===== src/rtl/sqrt_pkg.sv =====
// Shared types and helpers for the handshaked square-root unit.
// Optional feature macro: SQRT_ROUND_EN (round-to-nearest root).
package sqrt_pkg;

  // Default operand width.
  localparam int unsigned N_DEF = 28;

  typedef enum logic [1:0] {
    IDLE   = 2'd0,
    CALC   = 2'd1,
    FINISH = 2'd2
  } state_t;

  // Root width derived from the operand width.
  function automatic int unsigned root_width(input int unsigned n);
    return n / 2;
  endfunction

  // Operand width must be even and at least 4.
  function automatic bit n_legal(input int unsigned n);
    return ((n % 2) == 0) && (n >= 4);
  endfunction

endpackage


===== src/rtl/sqrt_unit_hs_if.sv =====
// Start/busy/done handshake bundle between the operation decoder and the sqrt unit.
interface sqrt_unit_hs_if
  import sqrt_pkg::*;
#(
  parameter int unsigned N = N_DEF
) ();

  localparam int unsigned RW = root_width(N);

  logic          start;
  logic          signed_mode;
  logic [N-1:0]  num_in;
  logic          busy;
  logic          done;
  logic [RW-1:0] sq_root;
  logic [RW:0]   remainder;
  logic          eroare;

  modport master (
    output start, signed_mode, num_in,
    input  busy, done, sq_root, remainder, eroare
  );

  modport slave (
    input  start, signed_mode, num_in,
    output busy, done, sq_root, remainder, eroare
  );

endinterface


===== src/rtl/sqrt_step.sv =====
// One non-restoring square-root stage: retires one root bit from a two-bit radicand slice.
module sqrt_step #(
  parameter int unsigned RW = 14
) (
  input  logic [RW+1:0] r,
  input  logic [RW-1:0] q,
  input  logic [1:0]    a2,
  output logic [RW+1:0] r_nxt_c,
  output logic          q_bit_c
);

  logic [RW+1:0] left;
  logic [RW+1:0] right;

  // Add when the partial remainder is negative, subtract otherwise.
  always_comb begin
    left    = {r[RW-1:0], a2};
    right   = {q, r[RW+1], 1'b1};
    r_nxt_c = r[RW+1] ? (left + right) : (left - right);
    q_bit_c = ~r_nxt_c[RW+1];
  end

endmodule


===== src/rtl/sqrt_unit_hs.sv =====
// Iterative non-restoring integer square root with start/busy/done handshake.
// Optional feature macro: SQRT_ROUND_EN (sq_root rounded to nearest, saturating).
module sqrt_unit_hs
  import sqrt_pkg::*;
#(
  parameter int unsigned N = N_DEF
) (
  input  logic           Clock,
  input  logic           reset,
  sqrt_unit_hs_if.slave  bus
);

  localparam int unsigned RW      = root_width(N);
  localparam int unsigned CW      = $clog2(RW + 1);
  localparam bit          N_LEGAL = n_legal(N);

  // Reject odd or too-narrow operand widths at elaboration.
  if (!N_LEGAL) begin : g_bad_n
    $error("sqrt_unit_hs: N must be even and >= 4");
  end

  state_t        state_q, state_d;
  logic [N-1:0]  a_q, a_d;
  logic [RW+1:0] r_q, r_d;
  logic [RW-1:0] q_q, q_d;
  logic [CW-1:0] cnt_q, cnt_d;
  logic          err_q, err_d;
  logic          busy_q, busy_d;
  logic          done_q, done_d;
  logic [RW-1:0] root_q, root_d;
  logic [RW:0]   rem_q, rem_d;
  logic          eroare_q, eroare_d;

  logic [RW+1:0] step_r_c;
  logic          step_q_c;
  logic [RW+1:0] rem_full_c;
  logic [RW:0]   rem_fix_c;
  logic [RW-1:0] root_fin_c;

  sqrt_step #(.RW(RW)) u_step (
    .r       (r_q),
    .q       (q_q),
    .a2      (a_q[N-1:N-2]),
    .r_nxt_c (step_r_c),
    .q_bit_c (step_q_c)
  );

  // Final remainder correction and optional rounding of the root.
  always_comb begin
    rem_full_c = r_q[RW+1] ? (r_q + (RW+2)'({q_q, 1'b1})) : r_q;
    rem_fix_c  = rem_full_c[RW:0];
    root_fin_c = q_q;
`ifdef SQRT_ROUND_EN
    if ((rem_fix_c > (RW+1)'(q_q)) && (q_q != '1)) begin
      root_fin_c = q_q + RW'(1);
    end
`endif
  end

  // Next-state and next-register logic.
  always_comb begin
    state_d  = state_q;
    a_d      = a_q;
    r_d      = r_q;
    q_d      = q_q;
    cnt_d    = cnt_q;
    err_d    = err_q;
    busy_d   = busy_q;
    done_d   = 1'b0;
    root_d   = root_q;
    rem_d    = rem_q;
    eroare_d = eroare_q;

    unique case (state_q)
      IDLE: begin
        if (bus.start) begin
          busy_d = 1'b1;
          if (bus.signed_mode && bus.num_in[N-1]) begin
            err_d   = 1'b1;
            state_d = FINISH;
          end else begin
            a_d      = bus.num_in;
            r_d      = '0;
            q_d      = '0;
            cnt_d    = '0;
            err_d    = 1'b0;
            eroare_d = 1'b0;
            state_d  = CALC;
          end
        end
      end
      CALC: begin
        r_d   = step_r_c;
        q_d   = {q_q[RW-2:0], step_q_c};
        a_d   = a_q << 2;
        cnt_d = cnt_q + CW'(1);
        if (cnt_q == CW'(RW - 1)) begin
          state_d = FINISH;
        end
      end
      FINISH: begin
        done_d  = 1'b1;
        busy_d  = 1'b0;
        state_d = IDLE;
        if (err_q) begin
          root_d   = '0;
          rem_d    = '0;
          eroare_d = 1'b1;
          err_d    = 1'b0;
        end else begin
          root_d   = root_fin_c;
          rem_d    = rem_fix_c;
          eroare_d = 1'b0;
        end
      end
      default: state_d = IDLE;
    endcase
  end

  // State and datapath registers with synchronous active-low reset.
  always_ff @(posedge Clock) begin
    if (!reset) begin
      state_q  <= IDLE;
      a_q      <= '0;
      r_q      <= '0;
      q_q      <= '0;
      cnt_q    <= '0;
      err_q    <= 1'b0;
      busy_q   <= 1'b0;
      done_q   <= 1'b0;
      root_q   <= '0;
      rem_q    <= '0;
      eroare_q <= 1'b0;
    end else begin
      state_q  <= state_d;
      a_q      <= a_d;
      r_q      <= r_d;
      q_q      <= q_d;
      cnt_q    <= cnt_d;
      err_q    <= err_d;
      busy_q   <= busy_d;
      done_q   <= done_d;
      root_q   <= root_d;
      rem_q    <= rem_d;
      eroare_q <= eroare_d;
    end
  end

  assign bus.busy      = busy_q;
  assign bus.done      = done_q;
  assign bus.sq_root   = root_q;
  assign bus.remainder = rem_q;
  assign bus.eroare    = eroare_q;

endmodule


===== src/flat_wrapper.sv =====
// flat-port wrapper written by rule: the top's interface ports become plain ports
module sqrt_unit_hs_flat import sqrt_pkg::*;
#(
  parameter int unsigned N = N_DEF
)
  (Clock, reset, bus_start, bus_signed_mode, bus_num_in, bus_busy, bus_done, bus_sq_root, bus_remainder, bus_eroare);
  sqrt_unit_hs_if #(.N(N)) bus_i ();
  input  logic Clock;
  input  logic reset;
  input wire logic [$bits(bus_i.start)-1:0] bus_start;
  input wire logic [$bits(bus_i.signed_mode)-1:0] bus_signed_mode;
  input wire logic [$bits(bus_i.num_in)-1:0] bus_num_in;
  output wire logic [$bits(bus_i.busy)-1:0] bus_busy;
  output wire logic [$bits(bus_i.done)-1:0] bus_done;
  output wire logic [$bits(bus_i.sq_root)-1:0] bus_sq_root;
  output wire logic [$bits(bus_i.remainder)-1:0] bus_remainder;
  output wire logic [$bits(bus_i.eroare)-1:0] bus_eroare;
  assign bus_i.start = bus_start;
  assign bus_i.signed_mode = bus_signed_mode;
  assign bus_i.num_in = bus_num_in;
  assign bus_busy = bus_i.busy;
  assign bus_done = bus_i.done;
  assign bus_sq_root = bus_i.sq_root;
  assign bus_remainder = bus_i.remainder;
  assign bus_eroare = bus_i.eroare;
  sqrt_unit_hs #(.N(N)) u_core (.Clock(Clock), .reset(reset), .bus(bus_i));
endmodule

===== config.mk =====
export PLATFORM = sky130hd
export DESIGN_NAME = sqrt_unit_hs_flat
export DESIGN_NICKNAME = d
export VERILOG_FILES = /design/src/rtl/sqrt_pkg.sv /design/src/rtl/sqrt_unit_hs_if.sv /design/src/rtl/sqrt_step.sv /design/src/rtl/sqrt_unit_hs.sv /design/src/flat_wrapper.sv
export SDC_FILE = /design/constraint.sdc
export NUM_CORES = 1
export LEC_CHECK = 0
export ABC_AREA = 1
export CORE_UTILIZATION = 51
export DETAILED_ROUTE_END_ITERATION = 8
export GPL_TIMING_DRIVEN = 1
export PLACE_DENSITY = 0.88
export SLEW_MARGIN = 20
export SYNTH_ARGS = -nofsm -noshare
export SYNTH_HDL_FRONTEND = slang
export SYNTH_SLANG_ARGS = --single-unit

===== constraint.sdc =====
create_clock -name Clock -period 2.2 [get_ports Clock]
set_input_delay 0.33 -clock Clock [delete_from_list [all_inputs] [get_ports Clock]]
set_output_delay 0.33 -clock Clock [all_outputs]
set_load 0.01 [all_outputs]

Word level (Yosys, flattened, before mapping)

Cells that the tools add are included.

Register bits after elaboration: 97
Latch bits: 0
Memory bits (writable): 0
Bits in read-only memories: 0
Input bits: 32
Output and inout bits: 32
Logic and storage cells: 60
Memories kept: 0

Add/subtract/negate cells: 4
Multiply operators: 0
Div/mod/pow operators: 0
$lt $le $gt $ge: 0
Eq/ne operators: 6
Shift operators: 0
Mux-type cells: 30
Bitwise logic cells: 1
Reductions and logical operators: 8

Operator list:

| operator                                      | number |
|---|---|
| 2-to-1 mux 28 bit                             | 2 |
| one-hot mux 28 bit (2 select lines)           | 1 |
| 2-to-1 mux 16 bit                             | 3 |
| 2-to-1 mux 14 bit                             | 3 |
| one-hot mux 16 bit (2 select lines)           | 1 |
| 2-to-1 mux 15 bit                             | 2 |
| one-hot mux 14 bit (2 select lines)           | 1 |
| adder 16 bit                                  | 1 |
| subtractor 16 bit                             | 1 |
| adder 15 bit                                  | 1 |
| 2-to-1 mux 4 bit                              | 2 |
| one-hot mux 4 bit (2 select lines)            | 1 |
| 2-to-1 mux 1 bit                              | 7 |
| 2-to-1 mux 2 bit                              | 3 |
| one-hot mux 1 bit (2 select lines)            | 3 |
| AND reduction 3 bit                           | 2 |
| adder 4 x 1 -> 4 bit, second input constant   | 1 |
| == test 4 bit, second input constant          | 1 |
| inequality test 2 bit, second input constant  | 2 |
| one-hot mux 2 bit (2 select lines)            | 1 |
| AND reduction 2 bit                           | 2 |
| nonzero test 2 bit                            | 2 |
| == test 2 x 1 -> 1 bit, second input constant | 1 |
| == test 2 bit, second input constant          | 1 |
| other kinds (4)                               | 4 |

Depth between registers and ports, before layout

Word-level depth: 4
Mapped depth: 14
Mapped depth without buffers: 12

By module

A second synthesis with hierarchy kept.

Cells, all modules: 873
Area total of the unflattened synthesis: 5736.8 µm²

Modules (own cells, without submodules):

| module       | times used | cells an instance | area each (µm²) |
|---|---|---|---|
| sqrt_unit_hs | 1          | 677               | 4654.5 |
| sqrt_step    | 1          | 196               | 1082.3 |

Worst setup path before layout

No wires, ideal clock.

Path kind: flip-flop to flip-flop
From: reg u_core.r_q[15]
To: reg u_core.q_q[0]
Library setup time: 70 ps
Data arrival time: 2198 ps
Slack: -68 ps
Cell stages (with the launch flop): 14
Path through: dfxtp_1 -> buf_2 -> buf_2 -> buf_2 -> xnor2_1 -> ha_1 -> a21o_1 -> a21oi_1 -> nor2_1 -> nor2_1 -> nand2_1 -> nand2_1 -> nand3_1 -> a21oi_1

Cells in the longest elaborated chain, start to end: 4

RTL lines:

| what                                                     | line                | text |
|---|---|---|
| start: declaration                                       | sqrt_unit_hs.sv:24  | `logic [RW+1:0] r_q, r_d;` |
| start signal: assignment                                 | sqrt_unit_hs.sv:137 | `r_q <= r_d;` |
| subtractor 16 bit / adder 16 bit (equally long branches) | sqrt_step.sv:19     | `r_nxt_c = r[RW+1] ? (left + right) : (left - right);` |
| 2-to-1 mux 16 bit (*)                                    | sqrt_step.sv:19     |  |
| NOT 1 bit (*)                                            | sqrt_step.sv:20     | `q_bit_c = ~r_nxt_c[RW+1];` |
| one-hot mux 14 bit (2 select lines) (*)                  | sqrt_unit_hs.sv:74  | `unique case (state_q)` |
| end signal: assignment                                   | sqrt_unit_hs.sv:138 | `q_q <= q_d;` |
| end: declaration                                         | sqrt_unit_hs.sv:25  | `logic [RW-1:0] q_q, q_d;` |

Every way passes the cells marked *; elsewhere a longest branch is shown, timed or not.
A chain may end at the register's enable or synchronous reset.

Worst setup path after layout

From: reg u_core.r_q[15]
To: reg u_core.r_q[15]

Cells in the longest elaborated chain, start to end: 3

RTL lines:

| what                                                     | line |
|---|---|
| subtractor 16 bit / adder 16 bit (equally long branches) | sqrt_step.sv:19 |
| 2-to-1 mux 16 bit (*)                                    | sqrt_step.sv:19 |
| one-hot mux 16 bit (2 select lines) (*)                  | sqrt_unit_hs.sv:74 |

Marks and branches as above.

==> key figures <==
Floorplan
  • Core Area: 10,400 sq um
  • Die height: 106 um
  • Top Ports: 64
  • Die width: 106 um
  • Die area: 11,200 sq um
  • Starting density of the core: 52.8%
  • Row count: 37

Power and ir drop
  • Seq pwr share: 37.4%
  • Clock Power Share: 20.8%
  • Logic gate share of total power: 41.9%
  • Sw frac: 40.5%
  • Cell Pwr Density: 842 nW/um^2
  • Internal: 3.28 mW
  • VDD IR max: 441 uV
  • Leak Pwr: 2.67 nW
  • Net switching power: 2.24 mW

Routing
  • Drt drc: 0
  • Initial DRC Count: 405
  • Vias/cell: 5.56
  • Final ANT Viol Nets: 0
  • Final wirelength: 14,000 um
  • Drt first pass iters: 6
  • DR vias: 5,616
  • Routed length per instance: 13.8 um

Logic synthesis
  • Post-Synthesis Cells: 809
  • Adder-Cell Fraction of Synth Area: 7.67%
  • Post-Synth XOR/XNOR Area: 2.72%
  • Post-synthesis mux area share: 0%
  • Ys async rst share: 0%
  • Mapped cell area: 5480 sq um
  • EDFF count, synth: 0
  • Main combinational cell family by area after synthesis: simple AND/OR/NAND/NOR gates
  • Area leader, netlist: dfxtp_1
  • Main flop type after synthesis: dfxtp_1
  • Top post-synthesis cells by area: dfxtp_1 (35%), nand2_1 (18%), a21oi_1 (8.6%), ha_1 (7.3%), nand3_1 (4.7%)
  • Synth Register Bits: 97
  • Sequential area share after synthesis: 35.4%
  • Synth cell types: 33
  • Post-Synth Simple-Gate Area: 28.6%
  • Yosys warnings: 0
  • Post-Syn Nets: 874
  • Post-synth top area share: 35.4%
  • Most frequent cells after synthesis: nand2_1 (256), dfxtp_1 (97), a21oi_1 (94)
  • Count leader, synth: nand2_1
  • Compound-Gate Fraction of Synth Area: 18.3%
  • Avg Cell Area, Syn: 6.77 sq um

Finish
  • Antenna diode count: 0
  • Area Growth Syn to Fin: 19.6%
  • Number of fillers in the final layout: 892
  • Share of layout cells above drive strength 1: 6.64%
  • Layout Nets: 934

Clock tree
  • CTS tree: yes
  • CTS-repair resized insts: 0
  • Clock Latency Late Sink: 0.37 ns
  • Clk root buf: clkbuf_8
  • TritonCTS Buffers: 9
  • Clock-pin slew on the worst setup and hold paths: 0.10 ns
  • Post-CTS repair timing setup buffer count: 0
  • CTS sink cnt: 97
  • CTS HTree Levels: 3
  • Post-cts hold buffer count: 0
  • Clock buffer depth: 2

Global route
  • Busiest grt layer: met2
  • Initial antenna violation count: 0
  • Largest net degree at the start of global routing: 67
  • Global routing met3 resource utilization: 4.70%
  • GRT Overall Usage: 25.6%
  • GR Overflow Total: 0
  • Vias in the first global route: 5,068
  • Grt met1 use: 32.9%
  • First-pass GRT wire length: 23,200 um
  • M2 GR Usage: 42.1%

Hold path
  • HP Class: flip-flop to flip-flop
  • Hold_sp: u_core.bus.remainder[10]

Setup path
  • Critical Setup Path Class: flip-flop to flip-flop
  • CP max FO: 12
  • Crit path arrival time: 2.37 ns
  • R2R Path Start: u_core.r_q[15]
  • Reg2reg end: u_core.r_q[15]
  • Critical Path RT: 2.49 ns
  • CP Launch Point: u_core.r_q[15]
  • Critical path destination: u_core.r_q[15]
  • R2R depth: 11
  • Kind of start point of the critical path: flip-flop
  • R2r setup slk: 0.12 ns
  • Worst setup EP type: flip-flop

STA
  • Smallest hold slack: 0.468 ns
  • Rel. slew slack: 62.5%
  • Fmax: 482 MHz
  • Period minus WS final: 2.08 ns
  • Final period util: 94.4%
  • Slew @ Worst Pin: 0.562 ns
  • Layout Skew: 0.0116 ns
  • Setup TNS: 0 ns
  • Final setup vio count: 0
  • Final Slew Violations: 0
  • Final hold vios: 0

Placement
  • Port Buf Inserts: 63
  • Final GP Congestion: 0.949
  • Detail Placement HPWL: 9960 um

Job
  • Max-Cap Viols: 0

Outcome
  • Status: completed
==> logic make-up after synthesis <==
kind of cell | Yosys count
and+or+nand+nor | 383
AOI/OAI and AO/OA | 183
DFF | 97
buffers and inverters | 96
adders and majority gates | 33
xor gates and xnor gates | 17
==> layout by cell type, fill, tap and decap left out, drive strengths merged <==
cell type,Yosys,layout
a31oi,27,27
nand3b,3,3
nand2,256,256
xnor2,13,13
o31ai,1,1
buf,15,22
clkdlybuf4s50,0,63
o21ai,43,43
o21a,1,1
and2,2,2
clkbuf,22,11
nor3,3,3
inv,58,61
ha,32,32
o2111a,1,1
dfxtp,97,97
nor2,53,53
o211ai,7,7
nand3,52,52
o21bai,6,6
a21oi,94,94
nand4,6,6
xor2,4,4
or2,8,8
clkinv,1,4
fa,1,1
a21o,3,3
==> metrics by stage <==
stage	area [sq um]	total power [mW]	cells	util (%)	setup slack (ns)
3_5_place_dp	6320	4.31	993	60.9	0.109
5_1_grt	6560	5.92	1010	63.2	-0.0225
2_1_floorplan	5480	3.76	809	-	0.00492
6_report	6560	5.52	1010	63.2	0.124
4_1_cts	6510	5.46	1009	62.8	0.0827
3_3_place_gp	6320	4.26	993	60.9	0.178
==> power by group through the flow <==
| stage | logic [mW] | registers, mW | clock network, mW |
|---|---|---|---|
| after floorplan | 1.72 | 2.04 | 0 |
| after global placement | 2.18 | 2.08 | 0 |
| after detailed placement | 2.23 | 2.08 | 0 |
| after CTS | 2.24 | 2.04 | 1.17 |
| after global routing | 2.60 | 2.08 | 1.24 |
| final | 2.31 | 2.06 | 1.15 |
==> worst min-delay path by stage <==
stage                               endpoint  cells after the start
floorplan                      u_core.a_q[0]                      2
global placement     u_core.bus.remainder[8]                      2
detailed placement   u_core.bus.remainder[0]                      2
CTS                  u_core.bus.remainder[0]                      2
global route         u_core.bus.remainder[3]                      2
finish              u_core.bus.remainder[10]                      2
==> worst max-delay path, cell delays in order (launching register included) <==
cell and delay (ns):
dfxtp_2 0.37, buf_12 0.16, xnor2_1 0.22, ha_1 0.30, a21o_1 0.20, a21oi_1 0.17, nor2_1 0.06, nor2_1 0.16
nand2_1 0.09, nand2_1 0.06, nand3_1 0.06, a21oi_1 0.16
==> flip-flops by register name, summed over array words and instances, names as in the netlist <==
register and flops:
u_core.cnt_q 4, u_core.err_q 1, u_core.bus.sq_root 14, u_core.a_q 28
u_core.state_q 2, u_core.bus.done 1, u_core.bus.remainder 15, u_core.bus.busy 1
u_core.bus.eroare 1, u_core.r_q 16, u_core.q_q 14
==> metal layers <==
metal  vias to the layer above  share of wire, %
li1                       2803                 -
met1                      2540                43
met2                       235                46
met3                        38               7.0
met4                         0               3.8
met5                         -                 0
==> cell type report <==
cell class,instances,area (sq um),area share (%)
Clock inverter,6,57.6,0.878
Multi-Input combinational cell,616,3170,48.3
Tap cell,136,170,2.60
Inverter,59,221,3.38
Timing Repair Buffer,86,858,13.1
Sequential cell,97,1940,29.6
Clock buffer,10,138,2.10
No activity file was read; power rests on OpenSTA's default activity.
